### config.mk
export PLATFORM = sky130hd
export DESIGN_NAME = alu_input_sequencer
export DESIGN_NICKNAME = d
export VERILOG_FILES = /design/src/rtl/alu_seq_pkg.sv /design/src/rtl/btn_debouncer.sv /design/src/rtl/alu_input_sequencer.sv
export SDC_FILE = /design/constraint.sdc
export NUM_CORES = 1
export LEC_CHECK = 0
export BUFFER_PORTS_ARGS = -buffer_cell sky130_fd_sc_hd__buf_4
export CORE_UTILIZATION = 40
export DETAILED_ROUTE_END_ITERATION = 8
export PLACE_DENSITY = 0.61
export SLEW_MARGIN = 30
export SYNTH_ARGS = -nofsm -noshare
export SYNTH_HDL_FRONTEND = slang
export SYNTH_SLANG_ARGS = --single-unit
### constraint.sdc
create_clock -name clk -period 2.97 [get_ports clk]
set_input_delay 0.4455 -clock clk [delete_from_list [all_inputs] [get_ports clk]]
set_output_delay 0.4455 -clock clk [all_outputs]
set_load 0.02 [all_outputs]
### src/rtl/alu_seq_pkg.sv
// Shared types and default timing constants for the ALU input sequencer.
// Optional idle-timeout feature is enabled by defining ALU_SEQ_TIMEOUT_EN.
package alu_seq_pkg;

    typedef enum logic [1:0] {
        S_OP1    = 2'b00,
        S_OP2    = 2'b01,
        S_OPCODE = 2'b10,
        S_RESULT = 2'b11
    } seq_state_t;

    localparam int DEFAULT_DEBOUNCE_CYCLES = 1_000_000;
    localparam int DEFAULT_TIMEOUT_CYCLES  = 500_000_000;

    function automatic logic is_entry_state(input seq_state_t s);
        return (s == S_OP2) || (s == S_OPCODE);
    endfunction

endpackage

### src/rtl/btn_debouncer.sv
// Synchronises a raw push-button, debounces both edges with a stability
// counter and emits a one-cycle pulse on each accepted press.
module btn_debouncer
    import alu_seq_pkg::*;
#(
    parameter int DEBOUNCE_CYCLES = DEFAULT_DEBOUNCE_CYCLES
) (
    input  logic clk,
    input  logic RST_BTN_n,
    input  logic raw,
    output logic level,
    output logic press_pulse
);

    localparam int CW = (DEBOUNCE_CYCLES > 2) ? $clog2(DEBOUNCE_CYCLES) : 1;
    localparam logic [CW-1:0] CNT_LAST = CW'(DEBOUNCE_CYCLES - 1);

    logic          sync_q1;
    logic          sync_q2;
    logic          level_q;
    logic [CW-1:0] cnt;

    always_ff @(posedge clk or negedge RST_BTN_n) begin
        if (!RST_BTN_n) begin
            sync_q1     <= 1'b0;
            sync_q2     <= 1'b0;
            cnt         <= '0;
            level       <= 1'b0;
            level_q     <= 1'b0;
            press_pulse <= 1'b0;
        end else begin
            sync_q1 <= raw;
            sync_q2 <= sync_q1;
            // A sample agreeing with the accepted level means any pending change bounced back.
            if (sync_q2 == level) begin
                cnt <= '0;
            end else if (cnt == CNT_LAST) begin
                level <= sync_q2;
                cnt   <= '0;
            end else begin
                cnt <= cnt + CW'(1);
            end
            level_q     <= level;
            press_pulse <= level & ~level_q;
        end
    end

endmodule

### src/rtl/alu_input_sequencer.sv
// Steps op1 -> op2 -> opcode -> result on debounced "next" presses, issuing load strobes.
// Optional idle timeout in S_OP2/S_OPCODE is compiled in with ALU_SEQ_TIMEOUT_EN.
module alu_input_sequencer
    import alu_seq_pkg::*;
#(
    parameter int DEBOUNCE_CYCLES = DEFAULT_DEBOUNCE_CYCLES,
    parameter int TIMEOUT_CYCLES  = DEFAULT_TIMEOUT_CYCLES
) (
    input  logic       clk,
    input  logic       RST_BTN_n,
    input  logic       btn_next,
    input  logic       btn_clear,
    output logic       ld_op1,
    output logic       ld_op2,
    output logic       ld_opcode,
    output logic [1:0] state_o,
    output logic       result_valid,
    output logic       timeout_o
);

    logic       rst_q1;
    logic       rst_n;
    logic       next_press;
    logic       clear_press;
    logic       next_level;
    logic       clear_level;
    logic       unused_levels;
    seq_state_t state;
    seq_state_t state_n;
    logic       ld_op1_n;
    logic       ld_op2_n;
    logic       ld_opcode_n;
    logic       timeout_n;
    logic       timeout_hit;

    // Reset asserts asynchronously but releases on a clock edge.
    always_ff @(posedge clk or negedge RST_BTN_n) begin
        if (!RST_BTN_n) begin
            rst_q1 <= 1'b0;
            rst_n  <= 1'b0;
        end else begin
            rst_q1 <= 1'b1;
            rst_n  <= rst_q1;
        end
    end

    btn_debouncer #(.DEBOUNCE_CYCLES(DEBOUNCE_CYCLES)) u_next_db (
        .clk         (clk),
        .RST_BTN_n   (rst_n),
        .raw         (btn_next),
        .level       (next_level),
        .press_pulse (next_press)
    );

    btn_debouncer #(.DEBOUNCE_CYCLES(DEBOUNCE_CYCLES)) u_clear_db (
        .clk         (clk),
        .RST_BTN_n   (rst_n),
        .raw         (btn_clear),
        .level       (clear_level),
        .press_pulse (clear_press)
    );

    assign unused_levels = next_level ^ clear_level;

`ifdef ALU_SEQ_TIMEOUT_EN
    localparam int TW = (TIMEOUT_CYCLES > 2) ? $clog2(TIMEOUT_CYCLES) : 1;
    localparam logic [TW-1:0] IDLE_LAST = TW'(TIMEOUT_CYCLES - 1);

    logic [TW-1:0] idle_cnt;

    assign timeout_hit = is_entry_state(state) && (idle_cnt == IDLE_LAST);

    always_ff @(posedge clk or negedge rst_n) begin
        if (!rst_n) begin
            idle_cnt <= '0;
        end else if (!is_entry_state(state) || (state_n != state) || next_press || clear_press) begin
            idle_cnt <= '0;
        end else begin
            idle_cnt <= idle_cnt + TW'(1);
        end
    end
`else
    localparam int unused_timeout_cycles = TIMEOUT_CYCLES;

    assign timeout_hit = 1'b0;
`endif

    // Strobes are single-cycle pulses with no back-pressure: the bank must capture on every strobe.
    always_comb begin
        state_n     = state;
        ld_op1_n    = 1'b0;
        ld_op2_n    = 1'b0;
        ld_opcode_n = 1'b0;
        timeout_n   = 1'b0;
        if (timeout_hit) begin
            state_n   = S_OP1;
            timeout_n = 1'b1;
        end else if (clear_press) begin
            state_n = S_OP1;
        end else if (next_press) begin
            case (state)
                S_OP1:    begin state_n = S_OP2;    ld_op1_n    = 1'b1; end
                S_OP2:    begin state_n = S_OPCODE; ld_op2_n    = 1'b1; end
                S_OPCODE: begin state_n = S_RESULT; ld_opcode_n = 1'b1; end
                default:  state_n = S_OP1;
            endcase
        end
    end

    always_ff @(posedge clk or negedge rst_n) begin
        if (!rst_n) begin
            state        <= S_OP1;
            ld_op1       <= 1'b0;
            ld_op2       <= 1'b0;
            ld_opcode    <= 1'b0;
            result_valid <= 1'b0;
            timeout_o    <= 1'b0;
        end else begin
            state        <= state_n;
            ld_op1       <= ld_op1_n;
            ld_op2       <= ld_op2_n;
            ld_opcode    <= ld_opcode_n;
            result_valid <= (state_n == S_RESULT);
            timeout_o    <= timeout_n;
        end
    end

    assign state_o = state;

endmodule

Yosys cells after proc, flatten, opt, wreduce, memory -nomap -nowiden
Cells that the tools add are included.
{ "totals": {"ff_bits": 58} }
{ "classes": {"n_addsub": 2, "n_eq_ne": 7, "muxes": 16, "bitwise_logic": 6, "n_reduce_logical": 3} }
{ "ops": {"columns": ["op", "count"], "rows": [
  ["20-bit two-way mux", 4],
  ["20-bit by 1-bit adder with 20-bit output (second input constant)", 2],
  ["20-bit == test (second input constant)", 2],
  ["1-bit two-way mux", 9],
  ["2-bit one-hot mux with 3 select lines", 1],
  ["2-bit == test (second input constant)", 2],
  ["2-bit two-way mux", 2],
  ["1-bit NOT", 4],
  ["2-bit AND reduction", 2],
  ["1-bit bitwise AND", 2],
  ["1-bit == test", 2],
  ["2-bit by 1-bit == test with 1-bit output (second input constant)", 1],
  ["2-bit logical NOT", 1]
]} }

Depth between registers and ports, before layout
{ "depth": {"depth_word": 5, "ltp_mapped": 6, "depth_no_buf": 5} }

Hierarchy
A second synthesis with hierarchy kept.
{ "unflattened": {"hier_cells": 248, "area_unflattened_um2": 2683.8} }
{ "modules_own_cells": {"columns": ["mod", "instances", "cells_per_inst", "area_each_um2"], "rows": [
  ["btn_debouncer", 2, 111, 1171.1],
  ["alu_input_sequencer", 1, 26, 341.6]
]} }

Worst setup path before layout
No wires, ideal clock.
{ "synth_timing": {"path_kind": "register to register", "from": "register u_clear_db.cnt[11]", "to": "register u_clear_db.level", "setup_time_ps": 128, "arrival_ps": 1901, "required_ps": 2842, "slack_ps": 942, "path_stages_with_launch": 5, "n_path_buf": 0, "period_less_slack_ps": 2028, "path_cell_list": "dfrtp_1 -> or4_1 -> or4_4 -> nor2_1 -> mux2_1"} }
{ "synth_via": {"elab_chain_cells": 2} }
{ "synth_rtl": {"columns": ["element", "line", "rtl"], "rows": [
  ["start: declaration", "btn_debouncer.sv:21", "logic [CW-1:0] cnt;"],
  ["start signal: assignment", "btn_debouncer.sv:41", "cnt <= cnt + CW'(1);"],
  ["20-bit == test", "btn_debouncer.sv:37", "end else if (cnt == CNT_LAST) begin"],
  ["2-bit AND reduction (no line)", null, null],
  ["end signal: assignment", "btn_debouncer.sv:38", "level <= sync_q2;"],
  ["end: declaration", "btn_debouncer.sv:11", "output logic level,"]
]} }
Every way passes these cells.
A chain may end at the register's enable or synchronous reset.

Worst setup path in the final report
{ "layout_timing": {"from": "register u_clear_db.cnt[0]", "to": "register u_clear_db.level"} }
The elaborated chain is that of the path after synthesis.

==> metrics.md <==
| Metric | Value |
|---|---|
| Critical Path RT | between 3000 and 4000 ps |
| FP Rows | 29 |
| Worst Path Buf+Inv | 0 |
| Worst path top cell family by delay | simple AND/OR/NAND/NOR gates |
| Synthesized area | between 2000 and 3000 µm² |
| Hold Slack | approximately 220 ps |
| Postcts setup bufs | 0 |
| GR peak layer | met2 |
| PortBufs | 9 |
| Die span in x | 82.9 µm |
| Area of the multi-input gates | between 1000 and 1500 µm² |
| Number of flops mapped to enable cells by yosys | 0 |
| DR WL/cell | 12.6 µm |
| CP peak stage delay | approximately 640 ps |
| Reg-to-Reg End | u_clear_db.level$_DFFE_PN0P_ |
| Global-route usage over all layers | 0.144 |
| Vias per cell | between 5 and 6 |
| Register-to-Register Setup Slack | just under 800 ps |
| Leakage Power | between 1 and 1.5 nW |
| RSZ-0062 raised after global routing | no |
| First-pass GRT wire length | ~8000 µm |
| DIE AREA | 6870 µm² |
| Combinational share of power | 0.024 |
| Post-Syn Nets | 257 |
| Post-Route WL | 4360 µm |
| CTS tree | yes |
| Core area | between 6000 and 7000 µm² |
| Slowest CP cell | or4_4 |
| Met3 Resource Use GR | 0.0388 |
| Sequential area share after synthesis | 0.554 |
| Via Count | approximately 1800 |
| Router iterations before antenna repair | 5 |
| Initial DRC count | 104 |
| Period utilisation layout | 0.732 |
| Critical path class | register to register |
| Worst R2R Start | u_clear_db.cnt[0]$_DFF_PN0_ |
| Critical Path, Cell by Cell | ha_1 > nand3_1 > or4_4 > nor2_1 > mux2_1 |
| WHS Endpoint | u_clear_db.sync_q1$_DFF_PN0_ |
| Worst-path fanout max | 8 |
| DP Wirelength | between 2000 and 3000 µm |
| Worst-skew pair later-pin latency | approximately 330 ps |
| Num CTS Buffers | 9 |
| Worst slack at placement | between 800 and 900 ps |
| Setup TNS Final | 0 ps |
| Post-route ant nets | 0 |
| Antenna violations before repair | 0 |
| Worst R2R Path Depth | 5 |
| Non-filler cells in the finished layout | around 350 |
| Clock transition at path regs | 60 ps |
| Top cell type's share of synthesized area | 0.554 |
| Initial core utilization | 0.412 |
| Antenna Diode Count | 0 |
| Part of the power in registers | 0.536 |
| Data arrival, critical path | around 2400 ps |
| Power Internal | 1.20 mW |
| Synth Instances | roughly 250 |
| Max-slew violations | 0 |
| Setup WS post-layout | between 700 and 800 ps |
| Asr flop ratio synth | 1.00 |
| FILL cells | just over 600 |
| Largest net degree at the start of global routing | 30 |
| Met2 usage in global routing | 0.221 |
| Routability Congestion | 0.789 |
| Startpoint Class | register |
| Hold path cells | 1 |
| Ports | 11 |
| Max_slew headroom | 0.599 |
| Yosys warns | 0 |
| DRC | 0 |
| Most frequent cells in the layout | dfrtp_1 (57), nor2_1 (40), xnor2_1 (20) |
| Netlist cell types | 37 |
| Root buf cell | clkbuf_8 |
| Area Growth Syn to Fin | 13.4% |
| Synth Area per Inst | roughly 11 µm² |
| Die height | roughly 83 µm |
| Status | finished, final reports clean |
| F_max | 0.460 GHz |
| Most used DFF post-synth | dfrtp_1 |
| M1 GR Usage | 0.186 |
| Synth area leader | dfrtp_1 |
| Most common cell after layout, fill and taps aside | dfrtp_1 |
| P_sw | between 0.3 and 0.4 mW |
| Synth Register Bits | 58 |
| Number of global-route vias before repair | about 1800 |
| Final setup vio count | 0 |
| Layout cell share with drive strength beyond 1 | 0.133 |
| Max Cap Viol | 0 |
| Clock Tree Buf Depth | 2 |
| Nets | 275 |
| Post-layout minimum cycle time | about 2200 ps |
| Clk sinks | 58 |
| Cell Pwr Density | ~500 nW/µm² |
| DP Cell Count | 331 |
| Crit end category | register |
| Switch share | 0.211 |
| Final hold violation count | 0 |
| Largest cells by area after synthesis | dfrtp_1 (55%), xnor2_1 (6.7%), nor2_1 (5.7%) |
| Slew @ Worst Pin | a little under 600 ps |
| Seq. cell area | approximately 1500 µm² |
| Worst min-delay path class | primary input to register |
| Gr ovfl total | 0 |
| Hold_sp | btn_clear |
| Clock Skews | between 5 and 6 ps |
| Worst VDD drop | around 270 µV |
| H-Tree Depth | 3 |
| Clk pwr share | 0.439 |
worst max-delay path by stage:
| stage | from | to | slack, ps | depth (start not counted) |
|---|---|---|---|---|
| after global placement | u_clear_db.cnt[8]$_DFF_PN0_ | u_clear_db.level$_DFFE_PN0P_ | 840 | 4 |
| final | u_clear_db.cnt[0]$_DFF_PN0_ | u_clear_db.level$_DFFE_PN0P_ | 800 | 5 |
| after detailed placement | u_clear_db.cnt[0]$_DFF_PN0_ | u_clear_db.cnt[14]$_DFF_PN0_ | 800 | 5 |
| after CTS | u_clear_db.cnt[0]$_DFF_PN0_ | u_clear_db.level$_DFFE_PN0P_ | 790 | 5 |
| after floorplan | u_clear_db.cnt[11]$_DFF_PN0_ | u_clear_db.level$_DFFE_PN0P_ | 940 | 4 |
| after global routing | u_clear_db.cnt[0]$_DFF_PN0_ | u_clear_db.cnt[7]$_DFF_PN0_ | 570 | 5 |
sequential cells by signal, summed over array words and instances (netlist names):
name                    count
u_clear_db.level_q          1
u_clear_db.sync_q1          1
ld_op1                      1
rst_n                       1
state_o                     2
ld_op2                      1
u_next_db.sync_q1           1
u_next_db.cnt              20
u_next_db.sync_q2           1
u_clear_db.press_pulse      1
u_next_db.level_q           1
result_valid                1
rst_q1                      1
ld_opcode                   1
u_clear_db.level            1
u_next_db.level             1
u_clear_db.cnt             20
u_clear_db.sync_q2          1
u_next_db.press_pulse       1
worst reg2reg max path, stage by stage, from the launching register on:
cell	delay, ps
dfrtp_1	380
ha_1	200
nand3_1	250
or4_4	640
nor2_1	230
mux2_1	350
Yosys cell counts (2+ instances only):
library cell / n
and3_1: 2
or2_2: 2
nor2_1: 40
xor2_1: 9
xnor2_1: 20
inv_1: 11
nor3_1: 9
nor2b_1: 3
ha_1: 5
nand3_1: 11
or4_1: 5
or3_1: 3
and4_1: 2
nand4_1: 9
conb_1: 2
nor4_1: 7
and2_1: 4
mux2i_1: 3
o21ai_0: 4
nand2_1: 12
dfrtp_1: 58
o31ai_1: 5
buf_2: 2
a21oi_1: 7
routing by layer:
metal	routed length, µm	up-vias
li1	-	883
met1	2130	863
met2	1970	30
met3	153	8
met4	108	0
met5	0	-
cell families after synthesis:
| group | synth area share |
|---|---|
| flip-flops | 0.554 |
| XOR/XNOR | 0.0970 |
| other | 0.00287 |
| buffers and inverters | 0.0282 |
| AND/OR/NAND/NOR | 0.226 |
| adder cells (fa/ha/maj) | 0.0239 |
| multiplexers | 0.0201 |
| AO/OA/AOI/OAI | 0.0478 |
through the flow:
step | util | cell area, µm² | total power, mW
global route | 0.468 | 2970 | 1.59
detailed placement | 0.436 | 2770 | 0.868
floorplan | - | 2620 | 0.855
CTS | 0.468 | 2970 | 1.55
finish | 0.468 | 2970 | 1.52
global placement | 0.436 | 2770 | 0.867
layout make-up:
cell class / count / share of cell area
tap: 77 / 0.0324
multi-input combinational: 174 / 0.370
sequential: 58 / 0.489
clock inverter: 2 / 0.00337
inverter: 11 / 0.0139
clock buffer: 13 / 0.0602
timing repair buffer: 12 / 0.0312
what timing repair did:
action | CTS | global route
hold buffers | 1 | 0
setup endpoints to repair | 0 | 0
gates resized for setup | 0 | 0
hold endpoints to repair | 2 | 0
power groups by stage:
stage | Clock (mW) | Sequential, mW | Combinational (mW)
after floorplan | 0 | 0.832 | 0.0229
final | 0.668 | 0.816 | 0.0373
after global placement | 0 | 0.830 | 0.0372
after detailed placement | 0 | 0.831 | 0.0376
after global routing | 0.732 | 0.818 | 0.0443
after CTS | 0.696 | 0.816 | 0.0386
Note: power is estimated with default switching activity, not from simulation.
